<file path="config.mk">
export PLATFORM = sky130hd
export DESIGN_NAME = demux_stage
export DESIGN_NICKNAME = d
export VERILOG_FILES = /design/src/rtl/subleq_pkg.sv /design/src/rtl/demux_slot.sv /design/src/rtl/demux_stage.sv
export SDC_FILE = /design/constraint.sdc
export NUM_CORES = 1
export LEC_CHECK = 0
export BUFFER_PORTS_ARGS = -buffer_cell sky130_fd_sc_hd__buf_2
export CAP_MARGIN = 20
export CORE_UTILIZATION = 40
export CTS_CLUSTER_SIZE = 28
export DETAILED_ROUTE_END_ITERATION = 8
export PLACE_DENSITY = 0.67
export SYNTH_ARGS = -nofsm -noshare
export SYNTH_HDL_FRONTEND = slang
export SYNTH_SLANG_ARGS = --single-unit
</file>
<file path="constraint.sdc">
create_clock -name clk -period 1.8 [get_ports clk]
set_input_delay 0.36 -clock clk [delete_from_list [all_inputs] [get_ports clk]]
set_output_delay 0.36 -clock clk [all_outputs]
set_load 0.02 [all_outputs]
</file>
<file path="src/rtl/subleq_pkg.sv">
// subleq_pkg: shared select encodings and default widths for the Subleq datapath steering blocks.
package subleq_pkg;
   localparam logic DEMUX_PORT_A = 1'b0;
   localparam logic DEMUX_PORT_B = 1'b1;
   localparam int DATA_W = 8;
endpackage

</file>
<file path="src/rtl/demux_slot.sv">
// demux_slot: one-entry output holding slot with load/drain control; transfer counter when DEMUX_CNT_EN is defined.
module demux_slot
   import subleq_pkg::*;
#(
   parameter int P_DATA = DATA_W,
   parameter int P_CNT  = 16
) (
   input  logic              clk,
   input  logic              rst,
   input  logic              load,
   input  logic [P_DATA-1:0] din,
   output logic              valid,
   input  logic              ready,
   output logic [P_DATA-1:0] dout
`ifdef DEMUX_CNT_EN
   ,
   output logic [P_CNT-1:0]  count
`endif
);
   logic              r_valid;
   logic [P_DATA-1:0] r_data;
   logic              w_drain;
   assign w_drain = r_valid & ready;
   assign valid   = r_valid;
   assign dout    = r_data;
   // a load on a draining edge keeps the slot full with the new word
   always_ff @(posedge clk or posedge rst) begin
      if (rst) begin
         r_valid <= 1'b0;
         r_data  <= '0;
      end else begin
         r_valid <= load | (r_valid & ~ready);
         if (load) r_data <= din;
      end
   end
`ifdef DEMUX_CNT_EN
   logic [P_CNT-1:0] r_count;
   assign count = r_count;
   always_ff @(posedge clk or posedge rst) begin
      if (rst) r_count <= '0;
      else if (w_drain) r_count <= r_count + 1'b1;
   end
`else
   logic w_unused;
   assign w_unused = w_drain;
`endif
endmodule

</file>
<file path="src/rtl/demux_stage.sv">
// demux_stage: registered 1-to-2 valid/ready demultiplexer, one holding slot per channel.
// Optional per-channel transfer counters are enabled by defining DEMUX_CNT_EN.
module demux_stage
   import subleq_pkg::*;
#(
   parameter int P_DATA = DATA_W,
   parameter int P_CNT  = 16
) (
   input  logic              clk,
   input  logic              rst,
   input  logic              in_valid,
   output logic              in_ready,
   input  logic              in_sel,
   input  logic [P_DATA-1:0] in_data,
   output logic              a_valid,
   input  logic              a_ready,
   output logic [P_DATA-1:0] a_data,
   output logic              b_valid,
   input  logic              b_ready,
   output logic [P_DATA-1:0] b_data
`ifdef DEMUX_CNT_EN
   ,
   output logic [P_CNT-1:0]  a_count,
   output logic [P_CNT-1:0]  b_count
`endif
);
   logic w_sel_b;
   logic w_accept;
   assign w_sel_b  = (in_sel == DEMUX_PORT_B);
   // readiness looks only at the addressed slot, so a stalled channel never blocks the other
   assign in_ready = w_sel_b ? (~b_valid | b_ready) : (~a_valid | a_ready);
   assign w_accept = in_valid & in_ready;
   demux_slot #(.P_DATA(P_DATA), .P_CNT(P_CNT)) u_slot_a (
      .clk   (clk),
      .rst   (rst),
      .load  (w_accept & ~w_sel_b),
      .din   (in_data),
      .valid (a_valid),
      .ready (a_ready),
      .dout  (a_data)
`ifdef DEMUX_CNT_EN
      ,
      .count (a_count)
`endif
   );
   demux_slot #(.P_DATA(P_DATA), .P_CNT(P_CNT)) u_slot_b (
      .clk   (clk),
      .rst   (rst),
      .load  (w_accept & w_sel_b),
      .din   (in_data),
      .valid (b_valid),
      .ready (b_ready),
      .dout  (b_data)
`ifdef DEMUX_CNT_EN
      ,
      .count (b_count)
`endif
   );
endmodule

</file>
==> results of run 1 <==
==> synthesized netlist by cell type <==
cell / count / area [sq um]
inv_1: 2 / 7.51
nand2b_1: 1 / 6.26
nor2_4: 1 / 11.3
a21oi_1: 1 / 5.00
nand2b_2: 1 / 8.76
dfrtp_1: 18 / 450
mux2_2: 16 / 180
nor2_1: 1 / 3.75
nand2_1: 1 / 3.75
o21ai_0: 1 / 5.00
nor2b_1: 1 / 6.26
nor3b_4: 1 / 18.8
==> worst max-delay path: stages, from the launching register on <==
cell and delay (ns):
dfrtp_1 0.36, nor2b_1 0.32, a21oi_1 0.11, buf_2 0.17
==> stage by stage <==
stage          setup slack, ns  total power, uW  hold slack, ns  std cells
6_report                 0.206             1020           0.144         97
3_5_place_dp             0.301              796           0.482         93
3_3_place_gp             0.334              791           0.485         93
2_1_floorplan            0.425              692           0.299         45
5_1_grt                  0.147             1080           0.184         97
4_1_cts                  0.184             1030           0.153         97
==> power by group through the flow <==
stage / Sequential (uW) / Clock [uW] / Combinational (uW)
after global placement: 512 / 0 / 280
after detailed placement: 513 / 0 / 283
after global routing: 512 / 270 / 300
after floorplan: 602 / 0 / 89.6
after CTS: 505 / 246 / 283
final: 504 / 233 / 279
==> cell families (layout without fill, tap and decap cells) <==
kind of cell / count (synthesis) / after routing / share of synthesized area
compound gates: 2 / 2 / 0.0141
simple gates: 7 / 7 / 0.0832
mux: 16 / 16 / 0.255
flops: 18 / 18 / 0.637
buf+inv: 2 / 38 / 0.0106
==> flip-flops by register name (all words and copies together) (netlist names) <==
register / flops
u_slot_a.valid: 1
u_slot_b.valid: 1
u_slot_b.dout: 8
u_slot_a.dout: 8
==> routing by layer <==
metal	vias to the layer above	GRT usage	routed length [microns]
met5	-	0	0
met4	0	0.0364	0
met3	0	0.0653	117
met2	27	0.238	528
met1	228	0.147	541
li1	226	-	-
==> worst max path at each step <==
| stage | end | slack, ns | cells after the start |
|---|---|---|---|
| final | in_ready | 0.21 | 3 |
| after detailed placement | u_slot_a.dout[3] | 0.30 | 4 |
| after floorplan | u_slot_a.dout[0] | 0.43 | 3 |
| after global placement | u_slot_a.dout[1] | 0.33 | 4 |
| after CTS | in_ready | 0.18 | 3 |
| after global routing | in_ready | 0.15 | 3 |
==> final cells by class <==
type	count	area [sq um]	area share
tap	16	20.0	0.0217
timing repair buffer	32	160	0.173
inverter	2	7.51	0.00813
clock buffer	4	36.3	0.0393
multi-input combinational	25	249	0.270
sequential	18	450	0.488
==> impl_metrics.csv, run 1 <==
group,metric,value,unit
status,status,"complete, but fails checks",
status,violations,"DRC",
power_and_ir_drop,vdd.ir_drop.worst,0.000698,V
clock_tree,h-tree-depth,1,
final_layout,area_growth,30.6,%
global_route,grt-ovfl-total,0,
floorplanning,fp.dieArea,1940,sq um
worst_setup_path,start_kind,"register",
synth,ys_ff_latch,18,
synth,syn_nets,59,
sta,fin_crit,1.59,ns
detailed_routing,routed_wl,1.19,mm
clock_tree,clockBufferDepth,2,
final_layout,drive_above_1_share,0.679,
final_layout,fin_util,0.586,
floorplanning,dieWidth,44.0,microns
synth,netlist_instances,45,
sta,slew_viol_final,0,
clock_tree,postCtsHoldBufs,0,
detailed_routing,post_drt_wl_per_cell,12.2,microns
detailed_routing,num_vias,481,
worst_setup_path,r2r_end,"u_slot_a.dout[3]",
worst_setup_path,crit_path_end_kind,"output pin",
detailed_routing,first_pass_iters,9,
worst_setup_path,crit_fanout,3,
synth,avgSynthCellArea,15.7,sq um
detailed_routing,ant_nets,0,
synth,syn_area,707,sq um
global_route,grt_use_total,0.136,
global_route,grt_pass1_vias,423,
synth,seq_area_frac_synth,0.637,
detailed_routing,drt-initial-drc-count,11,
power_and_ir_drop,switching_power,301,uW
power_and_ir_drop,comb_power_share,0.275,
worst_setup_path,cp.required,1.44,ns
clock_tree,clkTransAtPathRegs,0.10,ns
clock_tree,clock-sinks,18,
place,placed_area,887,sq um
clock_tree,cts-buffers-inserted,3,
global_route,grt_max_degree,19,
flow_run,drv_cap,0,
clock_tree,cts_tree,"yes",
floorplanning,core-area,1580,sq um
place,routabilityCongestion,0.655,
worst_setup_path,path_class,"reg -> out",
sta,hold_viol,0,
final_layout,layout_common_cells,"buf_2 (32), dfrtp_1 (18), mux2_2 (16)",
clock_tree,clkLatencyLatePin,0.29,ns
floorplanning,die_h,44.0,microns
place,io_buffers,32,
clock_tree,cts_resized,0,
sta,worst_slew_pin_slew,0.646,ns
global_route,grt_pass1_wl,1.86,mm
clock_tree,cts_root_buffer,"clkbuf_4",
floorplanning,io_pins,33,
final_layout,nFillCells,145,
worst_setup_path,r2r-start,"u_slot_a.valid",
sta,relSlewSlack,0.569,
power_and_ir_drop,netSwitchingFraction,0.296,
hold_path,min_path_type,"in -> async",
clock_tree,cts_setup_buffers,0,
power_and_ir_drop,seqPwrFrac,0.496,
sta,clock_skew,0.00881,ns
sta,rsz0062_at_grt,"no",
synth,synth-warning-count,0,
power_and_ir_drop,power-per-cell-area,1100,nW/um^2
detailed_routing,vias_per_cell,4.96,
floorplanning,start_util,0.448,
global_route,antenna_found_initial,0,
worst_setup_path,startpoint,"u_slot_b.valid",
worst_setup_path,arrival,1.23,ns
final_layout,design_area,923,sq um
sta,tns,0,ns
power_and_ir_drop,p_leak,0.000455,uW
sta,fin_crit_sh,0.885,
sta,report.final.setup_viol,0,
final_layout,final_common_cell,"buf_2",
worst_setup_path,rr_worst_depth,3,
place,dp_hpwl,931,microns
detailed_routing,drc,1,
worst_setup_path,rrSetupSlack,0.38,ns
synth,ys_types,12,
floorplanning,num_rows,14,
final_layout,diodes,0,
sta,clock.fmax,0.627,GHz
power_and_ir_drop,pwr-share-clk,0.229,
power_and_ir_drop,internal-power,715,uW
final_layout,nets,96,
Power figures use the tool's default switching activity.
==> run 2, diff against run 1 <==
--- a/config.mk
+++ b/config.mk
@@ -10,7 +10,8 @@
 export CORE_UTILIZATION = 40
 export CTS_CLUSTER_SIZE = 28
 export DETAILED_ROUTE_END_ITERATION = 8
-export PLACE_DENSITY = 0.67
+export PLACE_DENSITY = 0.66
 export SYNTH_ARGS = -nofsm -noshare
 export SYNTH_HDL_FRONTEND = slang
+export SYNTH_HIERARCHICAL = 1
 export SYNTH_SLANG_ARGS = --single-unit
==> run 2 against run 1 <==
  * First-iteration DRC count fell by 82%
  * The run now ends clean
  * Die area is 11% higher
  * Sequential cell count did not move
  * Highest routed layer is now met4
==> impl_metrics.csv, run 2 <==
group,metric,value,unit
status,status,"completed",
final_layout,drive_above_1_share,0.667,
final_layout,fin_util,0.559,
worst_setup_path,start_kind,"register",
power_and_ir_drop,netSwitchingFraction,0.312,
place,io_buffers,32,
worst_setup_path,startpoint,"u_slot_a/valid",
power_and_ir_drop,switching_power,324,uW
clock_tree,clkTransAtPathRegs,0.10,ns
synth,synth_edf_count,0,
clock_tree,clockBufferDepth,2,
place,routabilityCongestion,0.784,
sta,fin_crit_sh,0.836,
floorplanning,num_rows,15,
clock_tree,cts_tree,"yes",
worst_setup_path,crit_chain,"nor3b_1, a31oi_1, buf_2",
synth,synthTopCellsByCount,"dfrtp_1 (18), mux2_4 (16), inv_1 (5), a21o_2 (2), buf_6 (2)",
worst_setup_path,crit_path_end_kind,"output pin",
floorplanning,core-area,1780,sq um
sta,slew_viol_final,0,
sta,tns,0,ns
sta,fin_crit,1.50,ns
sta,report.final.setup_viol,0,
power_and_ir_drop,p_leak,0.000534,uW
global_route,grt_pass1_wl,2.28,mm
floorplanning,die_h,46.5,microns
worst_setup_path,path_class,"reg -> out",
synth,yosys_most_used_dff,"dfrtp_1",
power_and_ir_drop,seqPwrFrac,0.496,
sta,clock_skew,0.000931,ns
worst_setup_path,crit_slowest_cell,"dfrtp_1",
sta,hold_viol,0,
clock_tree,clkLatencyLatePin,0.28,ns
clock_tree,clock-sinks,18,
synth,synth_top_area_frac,0.570,
global_route,antenna_found_initial,0,
sta,worst_slew_pin_slew,0.379,ns
power_and_ir_drop,power-per-cell-area,1040,nW/um^2
clock_tree,cts_resized,0,
detailed_routing,vias_per_cell,4.61,
synth,avgSynthCellArea,16.1,sq um
synth,syn_area,791,sq um
clock_tree,cts-buffers-inserted,3,
power_and_ir_drop,vdd.ir_drop.worst,0.000549,V
final_layout,design_area,997,sq um
hold_path,min_path_type,"in -> async",
detailed_routing,first_pass_iters,2,
synth,yosysTopAreaCell,"dfrtp_1",
synth,yosysMostFrequentCell,"dfrtp_1",
worst_setup_path,arrival,1.14,ns
floorplanning,fp.dieArea,2160,sq um
power_and_ir_drop,pwr-share-clk,0.184,
synth,netlist_instances,49,
power_and_ir_drop,comb_power_share,0.320,
synth,ys_types,11,
flow_run,drv_cap,0,
global_route,grt_max_degree,10,
clock_tree,cts_setup_buffers,0,
sta,rsz0062_at_grt,"no",
worst_setup_path,cp_slowest_stage_delay,0.42,ns
detailed_routing,routed_wl,1.46,mm
global_route,grt-ovfl-total,0,
synth,syn_nets,63,
synth,seq_area_frac_synth,0.570,
detailed_routing,num_vias,503,
detailed_routing,ant_nets,0,
detailed_routing,drc,0,
synth,synth-warning-count,6,
global_route,grt_pass1_vias,508,
floorplanning,io_pins,33,
final_layout,final_common_cell,"buf_2",
floorplanning,dieWidth,46.5,microns
clock_tree,cts_root_buffer,"clkbuf_4",
place,dp_hpwl,1.07,mm
power_and_ir_drop,p_total,1040,uW
place,placed_cells,106,
final_layout,layout_common_cells,"buf_2 (32), dfrtp_1 (18), mux2_4 (16)",
clock_tree,h-tree-depth,1,
power_and_ir_drop,internal-power,715,uW
sta,relSlewSlack,0.747,
place,placed_area,975,sq um
final_layout,final_cells,109,
worst_setup_path,cp_top_family,"flip-flops",
final_layout,diodes,0,
final_layout,area_growth,26.1,%
detailed_routing,drt-initial-drc-count,2,
detailed_routing,post_drt_wl_per_cell,13.4,microns
synth,ys_ff_latch,18,
final_layout,nets,100,
sta,clock.fmax,0.664,GHz
synth,ys_top_cells_by_area,"dfrtp_1 (57%), mux2_4 (30%), buf_6 (2.8%)",
floorplanning,start_util,0.444,
worst_setup_path,crit_fanout,4,
worst_setup_path,timing.critical_path.buf_inv,1,
worst_setup_path,r2r-start,"u_slot_a/valid",
synth,async_flop_share,1.00,
global_route,grt_use_total,0.158,
clock_tree,postCtsHoldBufs,0,
worst_setup_path,cp.required,1.44,ns
run 2: cell count changes after synthesis, moves of 2 or more:
cell	delta
buf_6	+2
mux2_2	-16
mux2_4	+16
inv_1	+3
a21o_2	+2
run 2: worst register-to-register path, cell delays in order, from the launching register on:
cell,delay (ns)
dfrtp_1,0.42
nor2b_1,0.15
nor3b_2,0.14
buf_4,0.22
mux2_4,0.32
run 2: per-layer routing:
layer / vias up / share of wire / global-route usage
li1: 236 / - / -
met1: 249 / 0.47 / 0.204
met2: 16 / 0.47 / 0.256
met3: 2 / 0.044 / 0.0275
met4: 0 / 0.012 / 0.0706
met5: - / 0 / 0
run 2: logic make-up (layout without fill, tap and decap cells):
logic type / count (synthesis) / in the layout / share of synthesized area
and+or+nand+nor: 4 / 4 / 0.0380
muxes: 16 / 16 / 0.304
DFF: 18 / 18 / 0.570
buffers and inverters: 7 / 42 / 0.0522
AOI/OAI and AO/OA: 4 / 4 / 0.0364
run 2: power groups by stage:
| stage | Clock [uW] | Combinational (uW) | Sequential, uW |
|---|---|---|---|
| after floorplan | 0 | 137 | 610 |
| after global placement | 0 | 330 | 521 |
| after detailed placement | 0 | 335 | 523 |
| after CTS | 204 | 336 | 516 |
| after global routing | 220 | 359 | 525 |
| final | 192 | 332 | 516 |
run 2: final cells by class:
| type | count | area [sq um] |
|---|---|---|
| inverters | 5 | 18.8 |
| multi-input cells | 24 | 299 |
| fillers | 152 | 786 |
| flip-flops and latches | 18 | 450 |
| well taps | 25 | 31.3 |
| clock buffers | 3 | 22.5 |
| repair buffers | 34 | 175 |
run 2: metrics by stage:
stage	hold WS (ns)	setup slack, ns
final	0.0317	0.295
after global routing	0.0449	0.237
after CTS	0.0222	0.273
after detailed placement	0.346	0.456
after global placement	0.338	0.485
after floorplan	0.188	0.433
run 2: final timing paths:
kind | end | slack (ns) | depth (start not counted)
max in group asynchronous | u_slot_b/dout[5] | 1.49 | 2
min reg2reg | u_slot_b/dout[6] | 0.51 | 1
min | u_slot_a/valid | 0.03 | 2
min in group clk | u_slot_a/dout[4] | 0.32 | 2
max reg2reg | u_slot_a/dout[2] | 0.44 | 4
max | in_ready | 0.30 | 3
==> run 3, diff against run 2 <==
--- a/config.mk
+++ b/config.mk
@@ -10,7 +10,7 @@
 export CORE_UTILIZATION = 40
 export CTS_CLUSTER_SIZE = 28
 export DETAILED_ROUTE_END_ITERATION = 8
-export PLACE_DENSITY = 0.66
+export PLACE_DENSITY = 0.68
 export SYNTH_ARGS = -nofsm -noshare
 export SYNTH_HDL_FRONTEND = slang
 export SYNTH_HIERARCHICAL = 1
==> constraint.sdc (replaced) <==
create_clock -name clk -period 1.3 [get_ports clk]
set_input_delay 0.26 -clock clk [delete_from_list [all_inputs] [get_ports clk]]
set_output_delay 0.26 -clock clk [all_outputs]
set_load 0.02 [all_outputs]
==> run 3 against run 2 <==
  * Clock-buffer cell count grew 1
  * Critical path type unchanged
  * Via count grew 5.0%
  * Sequential cell count unchanged
  * Clock skew hardly changed
  * The flow now finishes with violations (setup timing)
  * Combinational power grew 51%
==> impl_metrics.csv, run 3 (same netlist as run 2, synthesis figures left out) <==
group,metric,value,unit
power_and_ir_drop,power-per-cell-area,1420,nW/um^2
global_route,grt-ovfl-total,0,
flow_run,drv_cap,0,
worst_setup_path,arrival,1.26,ns
sta,report.final.setup_viol,10,
hold_path,min_path_type,"in -> reg",
power_and_ir_drop,p_total,1540,uW
worst_setup_path,start_kind,"register",
sta,tns,-0.743,ns
global_route,antenna_found_initial,0,
clock_tree,cts-buffers-inserted,3,
sta,hold_slack,0.222,ns
sta,worst_slew_pin_slew,0.385,ns
detailed_routing,first_pass_iters,4,
power_and_ir_drop,vdd.ir_drop.worst,0.000855,V
power_and_ir_drop,p_leak,0.000578,uW
global_route,grt_pass1_vias,503,
final_layout,regArea,452,sq um
sta,clock.fmax,0.660,GHz
sta,clock_skew,0.000595,ns
sta,fin_crit,1.52,ns
final_layout,drive_above_1_share,0.703,
sta,fin_ws,-0.215,ns
floorplanning,fp.dieArea,2160,sq um
place,dp_slack,-0.00883,ns
clock_tree,clkLatencyLatePin,0.28,ns
place,routabilityCongestion,0.750,
final_layout,nets,106,
global_route,grt_pass1_wl,2.27,mm
final_layout,diodes,0,
detailed_routing,num_vias,528,
global_route,grt_use_total,0.161,
floorplanning,num_rows,15,
sta,rsz0062_at_grt,"yes",
clock_tree,clkTransAtPathRegs,0.09,ns
floorplanning,die_h,46.5,microns
floorplanning,dieWidth,46.5,microns
worst_setup_path,path_class,"reg -> out",
clock_tree,h-tree-depth,1,
worst_setup_path,crit_path_end_kind,"output pin",
final_layout,multi_input_area,307,sq um
detailed_routing,post_drt_wl_per_cell,13.2,microns
worst_setup_path,cp.required,1.04,ns
place,dp_hpwl,1.17,mm
detailed_routing,drt-initial-drc-count,11,
clock_tree,cts_tree,"yes",
floorplanning,io_pins,33,
worst_setup_path,rr_worst_depth,4,
floorplanning,start_util,0.444,
sta,relSlewSlack,0.743,
clock_tree,clockBufferDepth,2,
sta,hold_viol,0,
global_route,grt_max_degree,11,
sta,fin_crit_sh,1.17,
detailed_routing,ant_nets,0,
place,io_buffers,32,
final_layout,final_cells,116,
final_layout,area_growth,37.0,%
final_layout,layout_common_cells,"buf_2 (30), dfrtp_1 (17), mux2_4 (16)",
status,status,"complete, but fails checks",
final_layout,nFillCells,149,
hold_path,min_path_cells,2,
detailed_routing,vias_per_cell,4.55,
clock_tree,clock-sinks,18,
status,violations,"setup timing",
detailed_routing,routed_wl,1.53,mm
sta,slew_viol_final,0,
place,placed_cells,109,
floorplanning,core-area,1780,sq um
detailed_routing,drc,0,
final_layout,final_common_cell,"buf_2",
clock_tree,cts_root_buffer,"clkbuf_4",
worst_setup_path,crit_fanout,2,
run 3: per-layer routing:
| layer | up-vias | share of wire | global-route usage |
|---|---|---|---|
| li1 | 252 | - | - |
| met1 | 253 | 0.45 | 0.198 |
| met2 | 21 | 0.50 | 0.261 |
| met3 | 2 | 0.045 | 0.0588 |
| met4 | 0 | 0.0079 | 0.0529 |
| met5 | - | 0 | 0 |
run 3: through the flow:
stage               cell area, sq um   util
floorplan                        800      -
global placement                1010  0.564
detailed placement              1010  0.564
CTS                             1070  0.601
global route                    1080  0.608
finish                          1080  0.608
run 3: timing repair:
action / CTS / global route
setup buffers: 1 / 1
hold buffers: 1 / 0
setup endpoints to repair: 9 / 12
gates resized for setup: 4 / 1
pin swaps: 0 / 1
endpoints found under the hold margin: 18 / 0
run 3: layout make-up:
class / instances / share of cell area
Sequential cell: 18 / 0.417
Multi-Input combinational cell: 24 / 0.283
Timing Repair Buffer: 40 / 0.221
Clock buffer: 4 / 0.0335
Tap cell: 25 / 0.0289
Inverter: 5 / 0.0173
run 3: report_power, final:
part	total [uW]	switching, uW	leakage [uW]	internal [uW]
logic	502	247	0.000345	255
registers	712	53.4	0.000212	658
clock network	322	152	0.0000210	170
run 3: final timing paths:
| path | slack, ns | to | from |
|---|---|---|---|
| max | -0.22 | in_ready | u_slot_a/valid |
| min | 0.22 | u_slot_a/dout[5] | in_data[5] |
| max reg2reg | -0.06 | u_slot_a/dout[4] | u_slot_a/valid |
| min reg2reg | 0.51 | u_slot_a/dout[2] | u_slot_a/dout[2] |
| max in group asynchronous | 0.53 | u_slot_b/dout[0] | rst |
| min in group asynchronous | 0.48 | u_slot_a/dout[0] | rst |
run 3: worst max-delay path, stage by stage (launching register included):
cell	delay (ns)
dfrtp_2	0.42
buf_6	0.11
nor3b_1	0.12
a31oi_1	0.15
buf_4	0.17
